[src/rtl/shnorm.sv]
// shnorm: two-stage count-leading/trailing-zeros and normalising shifter.
// Stage 1 finds the outermost non-zero bytes; stage 2 resolves the bit within that byte.
module shnorm #(
    parameter int WIDTH = 64
) (
    input  logic             clk,
    input  logic             rst,
    input  logic             in_vld,
    output logic             in_rdy,
    input  logic [1:0]       op,
    input  logic             sz,
    input  logic [WIDTH-1:0] val0,
    input  logic             flush,
    output logic             out_vld,
    input  logic             out_rdy,
    output logic [WIDTH-1:0] valres,
    output logic [6:0]       cnt,
    output logic             zero
);
    function automatic logic [2:0] hi_idx(input logic [7:0] f);
        hi_idx = '0;
        for (int i = 0; i < 8; i++) if (f[i]) hi_idx = 3'(i);
    endfunction

    function automatic logic [2:0] lo_idx(input logic [7:0] f);
        lo_idx = '0;
        for (int i = 7; i >= 0; i--) if (f[i]) lo_idx = 3'(i);
    endfunction

    function automatic logic [2:0] lzc8(input logic [7:0] b);
        lzc8 = '0;
        for (int i = 0; i < 8; i++) if (b[i]) lzc8 = 3'(7 - i);
    endfunction

    function automatic logic [2:0] tzc8(input logic [7:0] b);
        tzc8 = '0;
        for (int i = 7; i >= 0; i--) if (b[i]) tzc8 = 3'(i);
    endfunction

    logic        s1_vld_q, s2_vld_q, s1_adv, s1_free, acc;
    logic [1:0]  op_q;
    logic        sz_q;
    logic [63:0] opd_d, opd_q;
    logic [7:0]  nz_d, nz_q;
    logic [2:0]  hi_d, hi_q, lo_d, lo_q;
    logic [63:0] valres_d, valres_q;
    logic [6:0]  cnt_d, cnt_q;
    logic        zero_d, zero_q;

    assign s1_adv  = ~s2_vld_q | out_rdy;
    assign s1_free = ~s1_vld_q | s1_adv;
    assign in_rdy  = s1_free & ~flush & ~rst;
    assign acc     = in_vld & in_rdy;

    always_comb begin
        opd_d = sz ? val0 : {32'b0, val0[31:0]};
        for (int i = 0; i < 8; i++) nz_d[i] = |opd_d[8*i +: 8];
        hi_d = hi_idx(nz_d);
        lo_d = lo_idx(nz_d);
    end

    always_ff @(posedge clk) begin
        if (acc) begin
            op_q  <= op;
            sz_q  <= sz;
            opd_q <= opd_d;
            nz_q  <= nz_d;
            hi_q  <= hi_d;
            lo_q  <= lo_d;
        end
    end

    logic [7:0]  hb, lb;
    logic [2:0]  lz, tz, shl_b;
    logic [5:0]  clz64;
    logic [6:0]  cnt_l, cnt_r;
    logic [63:0] byte_l, bit_l, byte_r, bit_r, mask;

    // Byte-granular shift from the stage-1 index, then a 0..7 bit shift.
    always_comb begin
        hb       = opd_q[{hi_q, 3'b0} +: 8];
        lb       = opd_q[{lo_q, 3'b0} +: 8];
        lz       = lzc8(hb);
        tz       = tzc8(lb);
        clz64    = {3'd7 - hi_q, lz};
        cnt_l    = sz_q ? {1'b0, clz64} : {1'b0, clz64} - 7'd32;
        cnt_r    = {1'b0, lo_q, tz};
        shl_b    = (sz_q ? 3'd7 : 3'd3) - hi_q;
        byte_l   = opd_q << {shl_b, 3'b0};
        bit_l    = byte_l << lz;
        byte_r   = opd_q >> {lo_q, 3'b0};
        bit_r    = byte_r >> tz;
        mask     = sz_q ? '1 : {32'b0, 32'hFFFF_FFFF};
        zero_d   = ~|nz_q;
        cnt_d    = zero_d ? (sz_q ? 7'd64 : 7'd32) : op_q[0] ? cnt_r : cnt_l;
        valres_d = (zero_d | ~op_q[1]) ? '0 : (op_q[0] ? bit_r : bit_l) & mask;
    end

    always_ff @(posedge clk) begin
        if (rst) begin
            s1_vld_q <= 1'b0;
            s2_vld_q <= 1'b0;
            valres_q <= '0;
            cnt_q    <= '0;
            zero_q   <= 1'b0;
        end else begin
            s1_vld_q <= flush ? 1'b0 : s1_free ? acc : s1_vld_q;
            s2_vld_q <= flush ? 1'b0 : s1_adv ? s1_vld_q : s2_vld_q;
            if (s1_adv & s1_vld_q) begin
                valres_q <= valres_d;
                cnt_q    <= cnt_d;
                zero_q   <= zero_d;
            end
        end
    end

    assign out_vld = s2_vld_q;
    assign valres  = valres_q;
    assign cnt     = cnt_q;
    assign zero    = zero_q;
endmodule

[config.mk]
export PLATFORM = sky130hd
export DESIGN_NAME = shnorm
export DESIGN_NICKNAME = d
export VERILOG_FILES = /design/src/rtl/shnorm.sv
export SDC_FILE = /design/constraint.sdc
export NUM_CORES = 1
export LEC_CHECK = 0
export ABC_CLOCK_PERIOD_IN_PS = 5800
export CORE_UTILIZATION = 34
export DETAILED_ROUTE_END_ITERATION = 8
export REMOVE_ABC_BUFFERS = 1
export SYNTH_ARGS = -nofsm -noshare
export SYNTH_HDL_FRONTEND = slang
export SYNTH_SLANG_ARGS = --single-unit
[constraint.sdc]
create_clock -name clk -period 5.8 [get_ports clk]
set_clock_uncertainty 0.05 [all_clocks]
set_input_delay 1.16 -clock clk [delete_from_list [all_inputs] [get_ports clk]]
set_output_delay 1.16 -clock clk [all_outputs]
set_load 0.02 [all_outputs]
Word level (Yosys, flattened, before mapping)
Index checks and enable logic that the tools add are counted.

operators by class
  add/subtract/negate cells = 3
  shift-type cells = 6
  multiplexer cells = 38
  bitwise logic cells = 13
  reductions and logical operators = 15

operators with widths
  cell                                               count
  2-to-1 mux 64 bit                                  4
  variable part select 64 x 7 -> 8 bit               2
  OR reduction 8 bit                                 9
  2-to-1 mux 3 bit                                   23
  bitwise AND 64 bit                                 1
  OR reduction 32 bit                                2
  << shifter 64 x 3 -> 64 bit                        1
  << shifter 64 x 6 -> 64 bit                        1
  right shift 64 x 3 -> 64 bit                       1
  right shift 64 x 6 -> 64 bit                       1
  OR reduction 16 bit                                2
  2-to-1 mux 7 bit                                   4
  2-to-1 mux 2 bit                                   4
  subtractor 6 x 6 -> 7 bit (second input constant)  1
  inverter 1 bit                                     5
  bitwise AND 1 bit                                  4
  2-to-1 mux 1 bit                                   3
  bitwise OR 1 bit                                   3
  subtractor 3 bit                                   1
  subtractor 3 bit (first input constant)            1
  OR reduction 2 bit                                 1
  logical NOT 1 bit                                  1

word-level totals
  flip-flop bits (word level) = 155
  input port bits = 72
  output and inout port bits = 74
  logic and storage cells = 90

Logic depth before layout (Yosys ltp)
  word-level depth = 13
  mapped depth = 16
  depth with buffers taken out = 11

Worst setup path after synthesis
OpenSTA, ideal clock, no wires.

  path type = in2reg
  start point = in rst
  end point = reg hi_q[0], enable pin
  setup time = 0.448 ns
  arrival time = 3.956 ns
  data required time = 5.302 ns
  setup slack = 1.346 ns
  stages = 3
  buffers on the path = 1
  cells stage by stage = clkbuf_1 a211oi_1 and2_1

between the ends
  word-level cells in the longest chain between the ends = 3

RTL lines
  what                    RTL line  text
  start: declaration      7         input logic rst,
  inverter 1 bit          52        assign in_rdy = s1_free & ~flush & ~rst;
  bitwise AND 1 bit       52
  net in_rdy              9         output logic in_rdy,
  bitwise AND 1 bit       53        assign acc = in_vld & in_rdy;
  net acc                 40        logic s1_vld_q, s2_vld_q, s1_adv, s1_free, acc;
  end signal: assignment  68        hi_q <= hi_d;
  end: declaration        45        logic [2:0] hi_d, hi_q, lo_d, lo_q;

The timed path passes the listed nets, and every way through them passes these cells.
A chain may end at the register's enable or synchronous reset.

Worst setup path after layout
  start point = reg hi_q[1]
  end point = reg valres_q[10], in the netlist valres[10]

between the ends
  word-level cells in the longest chain between the ends = 13
  elaborated cells on any way between the ends = 15
  classes of those cells = add/sub: 1; shift: 3; mux: 10; bitwise: 1

RTL lines
  what                                  RTL line  text
  variable part select 64 x 7 -> 8 bit  81        hb = opd_q[{hi_q, 3'b0} +: 8];
  2-to-1 mux 3 bit (8 in a row)         32        for (int i = 0; i < 8; i++) if (b[i]) lzc8 = 3'(7 - i);
  << shifter 64 x 3 -> 64 bit (*)       90        bit_l = byte_l << lz;
  2-to-1 mux 64 bit (*)                 96        valres_d = (zero_d | ~op_q[1]) ? '0 : (op_q[0] ? bit_r : bit_l) & mask;
  bitwise AND 64 bit (*)                96
  2-to-1 mux 64 bit (*)                 96
  end signal: assignment                110       valres_q <= valres_d;
  end: declaration                      46        logic [63:0] valres_d, valres_q;

Mark *: on every way between the ends. The rest lies on a longest branch, timed or not.

==> impl_results.md <==
- Status: finished clean
- Slew @ Worst Pin: 1.22 ns
- Detail Placement HPWL: 55700 microns
- Critical path capture point type: flip-flop
- Period utilization: 0.818
- Clock-pin transition on the worst setup and hold timing paths: 0.08 ns
- NumNets Final: 1867
- 1st-iter DRT viols: 1782
- WL/cell: 31.0 microns
- Port buffer count: 145
- Sum Neg Setup Slack: 0 ns
- DP Worst Slack: 1.18 ns
- Largest net degree at the start of global routing: 64
- Most common cell after layout, fill and taps aside: mux2i_1
- Critical Path AT: 5.12 ns
- Pwr dens: 215 nW/um^2
- CTS tree: yes
- ANT nets after route: 0
- Post-synth EDFFs: 81
- Most frequent cells in the layout: 218 x mux2i_1, 194 x nand2_1, 145 x clkdlybuf4s50_1, 130 x nor2_1, 87 x mux2_2
- Drt drc: 0
- Final setup vio count: 0
- Core footprint: 42200 sq um
- Grt total ovfl: 0
- Async set-or-reset flop fraction in the synthesized netlist: 0
- # rows: 75
- Clock Sinks: 155
- Slew Viols, Final: 0
- TritonCTS buffer count: 17
- Final WL: 72700 microns
- Worst Path Max Fanout: 49
- Clk root buf: clkbuf_16
- Seq/Total Area, Yosys: 0.266
- Pre-antenna DRT Iters: 6
- Die area: 44000 sq um
- Overall power: 3720 uW
- Synth top area cells: edfxtp_1 17%, mux2i_1 15%, dfxtp_1 10%
- Post-cts resize count: 0
- RePlAce Congestion: 1.02
- Crit start category: flip-flop
- Final hold slack: 0.405 ns
- Largest area contributor in the netlist: edfxtp_1
- Clock period minus worst slack: 4.74 ns
- Clk buf depth: 2
- GR Util All Layers: 0.329
- Synth top area share: 0.166
- Area grow syn2layout: 17.9%
- Top FF cell, synth: edfxtp_1
- Die width: 210 microns
- Hold path depth: 2
- Synth cell types: 87
- LEAKAGE: 0.00627 uW
- Initial Util: 0.348
- Setup Crit Path Kind: reg2reg
- Chip height: 210 microns
- Slew headroom: 0.183
- Final core area utilization: 0.410
- Required time of the critical path: 6.17 ns
- Initial antenna violation count: 0
- Mapped Area: 14700 sq um
- Total setup buffers inserted after CTS: 0
- Mean post-synth cell area: 8.64 sq um
- First-pass GRT wire length: 105000 microns
- RSZ-0062 raised after global routing: no
- Synth Instances: 1699
- Type of the worst min-delay path: reg2reg
- Via count: 15600
- Setup ws final: 1.06 ns
- Worst-case reg-to-reg path depth: 10
- FF+latch count, synth: 155
- Vias in the first global route: 14700
- H-tree depth: 4
- Max Clk Rate: 211 MHz
- Final number of hold-violating endpoints: 0
- Peak supply drop: 0.000244 V
- DR vias/cell: 6.65
- Synth Warn #: 0
- Clk_lat worst skew: 0.49 ns
- # IOs: 146
- Layout cell share with drive strength beyond 1: 0.144
- ANT cells: 0
- Cts hold-fix bufs: 0
- Number of max-cap violations: 0
==> synth_stat cells (21+ instances only) <==
cell,n
mux2i_1,218
nand2_1,194
nor2_1,132
mux2_2,87
edfxtp_1,81
o21ai_0,81
a21oi_1,80
dfxtp_1,74
clkbuf_1,66
o22ai_1,55
nor3_1,46
and2_1,45
o211ai_1,40
a211oi_1,33
buf_2,27
nand3_1,26
inv_1,24
mux4_2,24
buf_4,23
a22oi_1,21
==> cells by family (layout without fill, tap and decap cells) <==
| group | Yosys count | in the layout | synth area share |
|---|---|---|---|
| and+or+nand+nor | 522 | 522 | 0.164 |
| muxes | 337 | 337 | 0.259 |
| AOI/OAI and AO/OA | 510 | 510 | 0.247 |
| buffers and inverters | 174 | 282 | 0.0628 |
| adders and majority gates | 1 | 1 | 0.000852 |
| DFF | 155 | 155 | 0.266 |
==> routing by layer <==
| layer | track usage | wire length (microns) |
|---|---|---|
| met2 | 0.487 | 30700 |
| met5 | 0 | 0 |
| met1 | 0.434 | 29700 |
| met4 | 0.192 | 4700 |
| met3 | 0.0814 | 7660 |
==> per-stage QoR <==
step           cell area, sq um  instances
2_1_floorplan             13900       1552
3_3_place_gp              16700       2314
3_5_place_dp              16700       2314
4_1_cts                   17300       2346
5_1_grt                   17300       2346
6_report                  17300       2346
==> critical path, cell delays in order (launching register included) <==
cell       delay [ns]
edfxtp_1         0.63
buf_4            0.60
clkinv_1         0.39
buf_4            0.29
nor2_1           0.54
nand2_1          0.28
a2111oi_0        0.89
a31oi_1          0.13
o22ai_1          0.39
a2bb2o_1         0.31
o21ai_1          0.12
==> report_power, final <==
part	internal, uW	total [uW]	leakage (uW)	switching [uW]
sequential	1190	1280	0.00133	83.9
combinational	486	1280	0.00465	790
clock	578	1170	0.000288	592
total	2250	3720	0.00627	1470
==> state kept, by name (all words and copies together), names as in the netlist <==
register  flops
cnt           7
hi_q          3
lo_q          3
nz_q          8
op_q          2
opd_q        64
out_vld       1
s1_vld_q      1
sz_q          1
valres       64
zero          1
==> layout make-up <==
class                   instances  area (sq um)
fillers                      4296         24900
multi-input cells            1370          9900
flip-flops and latches        155          3910
repair buffers                223          2120
well taps                     539           674
clock buffers                  17           425
clock inverters                15           175
inverters                      27           101
==> final timing paths <==
| path | start | to | slack, ns |
|---|---|---|---|
| setup / recovery | hi_q[1] | valres[10] | 1.06 |
| hold / removal | valres[43] | valres[43] | 0.41 |
| hold reg to reg | valres[43] | valres[43] | 0.41 |
| setup reg to reg | hi_q[1] | valres[10] | 1.06 |
Power figures use the tool's default switching activity.
